**config.mk**
```make
export PLATFORM = sky130hd
export DESIGN_NAME = data_mem_arbiter
export DESIGN_NICKNAME = d
export VERILOG_FILES = /design/src/rtl/data_mem_arbiter.sv
export SDC_FILE = /design/constraint.sdc
export NUM_CORES = 1
export LEC_CHECK = 0
export ABC_CLOCK_PERIOD_IN_PS = 3800
export CAP_MARGIN = 20
export CORE_MARGIN = 1.5
export CORE_UTILIZATION = 45
export DETAILED_ROUTE_END_ITERATION = 12
export HOLD_SLACK_MARGIN = 0.05
export PLACE_DENSITY = 0.95
export SYNTH_ARGS = -nofsm -noshare
export SYNTH_HDL_FRONTEND = slang
export SYNTH_SLANG_ARGS = --single-unit
```
**constraint.sdc**
```tcl
create_clock -name clk -period 3.8 [get_ports clk]
set_input_delay 0.38 -clock clk [delete_from_list [all_inputs] [get_ports clk]]
set_output_delay 0.38 -clock clk [all_outputs]
set_load 0.01 [all_outputs]
```
**src/rtl/data_mem_arbiter.sv**
```systemverilog
// data_mem_arbiter
//   Shares the single-port data RAM between the CPU datapath and a debug/loader
//   requester. The CPU wins whenever it asks; the debug port is served in idle
//   CPU cycles. mem_* are muxed from the winner in the same cycle. Read data
//   from the RAM arrives one cycle later and is routed by a registered owner.
//
//   Build option: define ARB_STARVE_GUARD_EN to add a starvation counter that
//   forces one debug grant (stalling the CPU) after STARVE_MAX lost cycles.
//   Without it the CPU has strict priority and cpu_stall is tied low.
//
//   While reset is asserted every output is held at zero, including the
//   combinational ones that would otherwise follow the request inputs.

module data_mem_arbiter #(
  parameter int ADDR_W     = 11,
  parameter int DATA_W     = 16,
  parameter int STARVE_MAX = 8
) (
  input  logic              clk,
  input  logic              reset,
  input  logic              cpu_rd,
  input  logic              cpu_wr,
  input  logic [ADDR_W-1:0] cpu_addr,
  input  logic [DATA_W-1:0] cpu_wdata,
  output logic [DATA_W-1:0] cpu_rdata,
  output logic              cpu_stall,
  input  logic              dbg_req,
  input  logic              dbg_wr,
  input  logic [ADDR_W-1:0] dbg_addr,
  input  logic [DATA_W-1:0] dbg_wdata,
  output logic              dbg_gnt,
  output logic [DATA_W-1:0] dbg_rdata,
  output logic              dbg_rvalid,
  output logic              mem_rd,
  output logic              mem_wr,
  output logic [ADDR_W-1:0] mem_addr,
  output logic [DATA_W-1:0] mem_wdata,
  input  logic [DATA_W-1:0] mem_rdata
);

  // Who issued the read that the RAM answers in the following cycle.
  // Writes leave the owner at OWN_NONE since nothing comes back.
  typedef enum logic [1:0] {
    OWN_NONE = 2'd0,
    OWN_CPU  = 2'd1,
    OWN_DBG  = 2'd2
  } owner_e;

  owner_e owner_d, owner_q;

  logic              cpu_req_s;
  logic              forced_s;
  logic              grant_cpu_s;
  logic              grant_dbg_s;
  logic              mem_rd_s;
  logic              mem_wr_s;
  logic [ADDR_W-1:0] mem_addr_d, mem_addr_q;
  logic [DATA_W-1:0] mem_wdata_d, mem_wdata_q;
  logic [DATA_W-1:0] cpu_rdata_d, cpu_rdata_q;
  logic [DATA_W-1:0] dbg_rdata_d, dbg_rdata_q;

  assign cpu_req_s = cpu_rd | cpu_wr;

`ifdef ARB_STARVE_GUARD_EN
  localparam int CNT_W = $clog2(STARVE_MAX + 1);
  localparam logic [CNT_W-1:0] STARVE_LIM = CNT_W'(STARVE_MAX);

  logic [CNT_W-1:0] starve_d, starve_q;

  // A saturated counter with a live request takes the RAM away from the CPU.
  assign forced_s = dbg_req & (starve_q == STARVE_LIM);

  // Count cycles the debug port waited in vain; any grant or a dropped request restarts it.
  always_comb begin
    starve_d = starve_q;
    if (!dbg_req || grant_dbg_s) begin
      starve_d = {CNT_W{1'b0}};
    end else if (starve_q != STARVE_LIM) begin
      starve_d = starve_q + {{(CNT_W-1){1'b0}}, 1'b1};
    end else begin
      starve_d = starve_q;
    end
  end

  // Starvation counter register.
  always_ff @(posedge clk or negedge reset) begin
    if (!reset) begin
      starve_q <= {CNT_W{1'b0}};
    end else begin
      starve_q <= starve_d;
    end
  end

  assign cpu_stall = reset & cpu_req_s & forced_s;
`else
  // STARVE_MAX has no role when the guard is left out.
  logic unused_starve_s;
  assign unused_starve_s = (STARVE_MAX > 0);

  assign forced_s  = 1'b0;
  assign cpu_stall = 1'b0;
`endif

  // Priority: forced debug > CPU > debug > none.
  assign grant_dbg_s = forced_s | (dbg_req & ~cpu_req_s);
  assign grant_cpu_s = cpu_req_s & ~forced_s;

  // Steer the winner onto the RAM port and note who expects read data next cycle.
  always_comb begin
    mem_rd_s    = 1'b0;
    mem_wr_s    = 1'b0;
    mem_addr_d  = mem_addr_q;
    mem_wdata_d = mem_wdata_q;
    owner_d     = OWN_NONE;
    if (grant_dbg_s) begin
      mem_wr_s    = dbg_wr;
      mem_rd_s    = ~dbg_wr;
      mem_addr_d  = dbg_addr;
      mem_wdata_d = dbg_wdata;
      owner_d     = dbg_wr ? OWN_NONE : OWN_DBG;
    end else if (grant_cpu_s) begin
      // A simultaneous read and write strobe is treated as a write.
      mem_wr_s    = cpu_wr;
      mem_rd_s    = ~cpu_wr;
      mem_addr_d  = cpu_addr;
      mem_wdata_d = cpu_wdata;
      owner_d     = cpu_wr ? OWN_NONE : OWN_CPU;
    end else begin
      // Idle: strobes low, address and data keep their last values.
      mem_rd_s    = 1'b0;
      mem_wr_s    = 1'b0;
      mem_addr_d  = mem_addr_q;
      mem_wdata_d = mem_wdata_q;
      owner_d     = OWN_NONE;
    end
  end

  // Route returning RAM data to its requester; the other side keeps its last word.
  always_comb begin
    cpu_rdata_d = cpu_rdata_q;
    dbg_rdata_d = dbg_rdata_q;
    case (owner_q)
      OWN_CPU: cpu_rdata_d = mem_rdata;
      OWN_DBG: dbg_rdata_d = mem_rdata;
      OWN_NONE: begin
        cpu_rdata_d = cpu_rdata_q;
        dbg_rdata_d = dbg_rdata_q;
      end
      default: begin
        cpu_rdata_d = cpu_rdata_q;
        dbg_rdata_d = dbg_rdata_q;
      end
    endcase
  end

  // Owner, held RAM address/data and captured read words.
  always_ff @(posedge clk or negedge reset) begin
    if (!reset) begin
      owner_q     <= OWN_NONE;
      mem_addr_q  <= {ADDR_W{1'b0}};
      mem_wdata_q <= {DATA_W{1'b0}};
      cpu_rdata_q <= {DATA_W{1'b0}};
      dbg_rdata_q <= {DATA_W{1'b0}};
    end else begin
      owner_q     <= owner_d;
      mem_addr_q  <= mem_addr_d;
      mem_wdata_q <= mem_wdata_d;
      cpu_rdata_q <= cpu_rdata_d;
      dbg_rdata_q <= dbg_rdata_d;
    end
  end

  assign dbg_gnt    = reset & grant_dbg_s;
  assign dbg_rvalid = reset & (owner_q == OWN_DBG);
  assign mem_rd     = reset & mem_rd_s;
  assign mem_wr     = reset & mem_wr_s;
  assign mem_addr   = reset ? mem_addr_d  : {ADDR_W{1'b0}};
  assign mem_wdata  = reset ? mem_wdata_d : {DATA_W{1'b0}};
  assign cpu_rdata  = reset ? cpu_rdata_d : {DATA_W{1'b0}};
  assign dbg_rdata  = reset ? dbg_rdata_d : {DATA_W{1'b0}};

endmodule
```
After elaboration in Yosys (flattened, before gate mapping):

Cells that the tools add are included.

* logic and storage cells: 34
* register bits: 61

* multiplexer cells: 18
* bitwise logic cells: 9
* eq/ne operators: 2

Operators by type and width (number)
* two-way mux 16 bit: 7
* two-way mux 11 bit: 3
* two-way mux 1 bit: 6
* bitwise AND 1 bit: 5
* two-way mux 2 bit: 2
* inverter 1 bit: 3
* == test 2 x 1 -> 1 bit, second input constant: 1
* == test 2 bit, second input constant: 1
* bitwise OR 1 bit: 1

Logic depth before layout (Yosys ltp):

* word-level depth: 5
* mapped depth: 5

Least setup slack after synthesis:

OpenSTA, ideal clock, no wires.

* path kind: reg2out
* start point: register owner_q[0]
* end point: output dbg_rdata[10]
* cell stages (with the launch flop): 6
* arrival time: 1229 ps
* path slack: 2191 ps
* path buffers: 2
* cells stage by stage: dfrtp_1 -> nand2b_1 -> buf_6 -> buf_12 -> mux2_4 -> and2_1

* longest elaborated chain between the ends: 3

RTL lines
* start, declared: RTL line 49 `owner_e owner_d, owner_q;`
* start signal, assigned: RTL line 165 `owner_q <= owner_d;`
* == test 2 bit: RTL line 142 `case (owner_q)`
* two-way mux 16 bit: RTL line 142
* named net dbg_rdata_d[10]: RTL line 60 `logic [DATA_W-1:0] dbg_rdata_d, dbg_rdata_q;`
* two-way mux 16 bit: RTL line 180 `assign dbg_rdata = reset ? dbg_rdata_d : {DATA_W{1'b0}};`
* end, declared: RTL line 32 `output logic [DATA_W-1:0] dbg_rdata,`

The timed path passes the listed nets, and every way through them passes these cells.

Worst setup path after layout:

* start point: input reset
* end point: output mem_addr[5]

* longest elaborated chain between the ends: 1

RTL lines
* start, declared: RTL line 20 `input logic reset,`
* two-way mux 11 bit: RTL line 177 `assign mem_addr = reset ? mem_addr_d : {ADDR_W{1'b0}};`
* end, declared: RTL line 36 `output logic [ADDR_W-1:0] mem_addr,`

Every way passes these cells.

==> results.md <==
- Netlist Area Pre-Place: 0.003176 mm^2
- Distinct cells, synth: 24
- Yosys warns: 0
- Root Driver: clkbuf_8
- Syn nets: 377
- Number of global-route vias before repair: 2595
- Synth top area share: 0.4807
- I/O pin count: 140
- Setup TNS: 0 ns
- Gr usage total: 0.2146
- Seq cells post-synth: 61
- Placed cell area: 0.004571 mm^2
- Initial Util: 0.4674
- H-tree lvl count: 3
- Final worst path period need: 2.977 ns
- Synth Instances: 301
- Cell Pwr Density: 425.3 mW/mm^2
- Initial antenna violation count: 0
- DR vias: 2636
- Cts bufs inserted: 9
- Post-route cell area: 0.004850 mm^2
- Area delta synth->final: 52.72%
- Clk_lat worst skew: 0.33 ns
- Vias per cell: 4.974
- Final period util: 0.7835
- Setup crit end kind: output pin
- Clock tree buffer depth: 2
- Type of the worst setup path: in -> out
- Final Skew: 0.006949 ns
- Largest net degree at the start of global routing: 110
- Finished Layout Cells: 530
- Cells along the critical path: dlygate4sd3_1 > buf_4 > buf_12 > o21ai_0 > a21oi_1 > clkdlybuf4s50_1
- Gpl congestion: 0.7480
- Maximum VDD drop: 0.1981 mV
- Worst rel slew slack: 0.3143
- Router iterations before antenna repair: 4
- Ranking of synthesized cells by area: dfrtp_1 48%, mux2_4 9.0%, a21oi_1 8.7%
- Hold_ws: 0.4930 ns
- Slowest stage delay, CP: 0.58 ns
- CP Launch Type: primary input
- Antenna viol nets, final: 0
- CORE AREA: 0.006794 mm^2
- Final setup viols: 0
- Residual DRC: 0
- Worst hold path class: reg -> reg
- Avg WL per Cell: 14.68 um
- Die area: 0.007570 mm^2
- Outcome: finished clean
- Slew Viols, Final: 0
- Ratio of cells with drive above 1 in the final layout: 0.1313
- Max Clk Rate: 335.9 MHz
- GR Overflow Total: 0
- PostCTS Resize Cnt: 0
- Data arrival, critical path: 2.60 ns
- Post-DP HPWL: 5.581 mm
- Filler cell count: 479
- Register area: 0.001526 mm^2
- Critical-path maximum fanout: 60
- Maximum Capacitance Violations: 0
- Diode count: 0
- Area of the multi-input gates: 0.001484 mm^2
- Synth area leader: dfrtp_1
- Syn_area_per_cell: 10.55 um^2
- Die Span Y: 87.01 um
- RSZ-0062 raised after global routing: no
- Leakage: 0.002068 uW
- WP data required: 3.42 ns
- Die width: 87.01 um
- Clk slew on worst S/H paths: 0.07 ns
- CP max stage cell: clkdlybuf4s50_1
- Placed cells: 513
- Starting DRT DRC Count: 71
- CTS tree: built
- Hold Vio Cnt, Final: 0
- Clock sinks: 61
- First-pass GRT wire length: 12.60 mm
- PortBufs: 138
- Nets: 505
- Site Rows: 30
- Final wirelength: 7.780 mm
- Worst Max-Slew Pin Slew: 1.029 ns
- Sequential element share of the synthesized area: 0.4807
cells by family after synthesis:
| group | share of synthesized area |
|---|---|
| multiplexers | 0.2210 |
| AND/OR/NAND/NOR | 0.1139 |
| other | 0.001181 |
| buffers and inverters | 0.05201 |
| flip-flops | 0.4807 |
| AO/OA/AOI/OAI | 0.1312 |
critical path, delay by kind of cell:
family | cells | cell delay, ns
compound gates | 2 | 0.32
buf+inv | 4 | 1.85
final cells by class:
type,count,area share
Inverter,3,0.002322
Multi-Input combinational cell,211,0.3060
Tap cell,96,0.02477
Clock inverter,7,0.02993
Sequential cell,61,0.3148
Clock buffer,9,0.02554
Timing Repair Buffer,143,0.2967
power by group:
group / leakage (uW) / switching, uW / internal (uW)
sequential: 0.000709 / 25.5 / 741
clock: 0.000130 / 267 / 505
combinational: 0.00123 / 209 / 314
worst paths after layout:
path	endpoint	depth (start not counted)	slack, ns	startpoint
max in group asynchronous	mem_addr_q[8]$_DFF_PN0_	3	2.61	reset
setup reg to reg	dbg_rdata_q[1]$_DFF_PN0_	2	2.08	owner_q[0]$_DFF_PN0_
setup / recovery	mem_addr[5]	6	0.82	reset
min in group asynchronous	cpu_rdata_q[0]$_DFF_PN0_	2	0.57	reset
hold / removal	dbg_rdata_q[6]$_DFF_PN0_	1	0.49	dbg_rdata_q[6]$_DFF_PN0_
hold reg to reg	dbg_rdata_q[6]$_DFF_PN0_	1	0.49	dbg_rdata_q[6]$_DFF_PN0_
cells in the final DEF, fill, tap and decap left out, types with 2 or more instances in the layout:
master           netlist  final
a21oi_1               55     55
and2_1                31     31
buf_12                 2      2
buf_4                  1      3
bufinv_16              0      4
clkbuf_8               0      9
clkdlybuf4s50_1        0    136
dfrtp_1               61     61
inv_1                  3      3
mux2_2                13     13
mux2_4                19     19
mux2i_1               27     27
nor2_1                30     30
o21ai_0               27     27
Yosys cell counts, drive strengths merged:
cell / number
nand2b: 1
dfrtp: 61
mux2i: 27
a31oi: 1
nor3: 1
and2: 32
nor2: 31
a21oi: 55
and3: 1
buf: 10
o21ai: 27
clkbuf: 16
inv: 3
conb: 1
nor4b: 1
mux2: 32
nor2b: 1
per-layer routing:
| layer | wire [um] | track usage | up-vias |
|---|---|---|---|
| met5 | 0 | 0 | - |
| met3 | 568 | 0.05498 | 13 |
| met1 | 3301 | 0.2598 | 1233 |
| li1 | - | - | 1286 |
| met4 | 108 | 0.07331 | 0 |
| met2 | 3803 | 0.3707 | 104 |
flip-flops by register name, indices dropped and copies added (netlist names):
signal and cells:
dbg_rdata_q 16, owner_q 2, mem_wdata_q 16, mem_addr_q 11, cpu_rdata_q 16
what timing repair did:
| item | 4_1_cts | 5_1_grt |
|---|---|---|
| endpoints found under the hold margin | 24 | 0 |
| hold buffers | 1 | 0 |
| setup buffers | 0 | 0 |
metrics by stage:
| step | util | setup WS, ns | power [uW] |
|---|---|---|---|
| 2_1_floorplan | - | 2.191 | 1037 |
| 3_3_place_gp | 0.6727 | 1.195 | 1280 |
| 3_5_place_dp | 0.6727 | 1.111 | 1305 |
| 4_1_cts | 0.7138 | 0.7905 | 2086 |
| 5_1_grt | 0.7138 | 0.6752 | 2161 |
| 6_report | 0.7138 | 0.8229 | 2062 |
(Power assumes the default switching activity.)
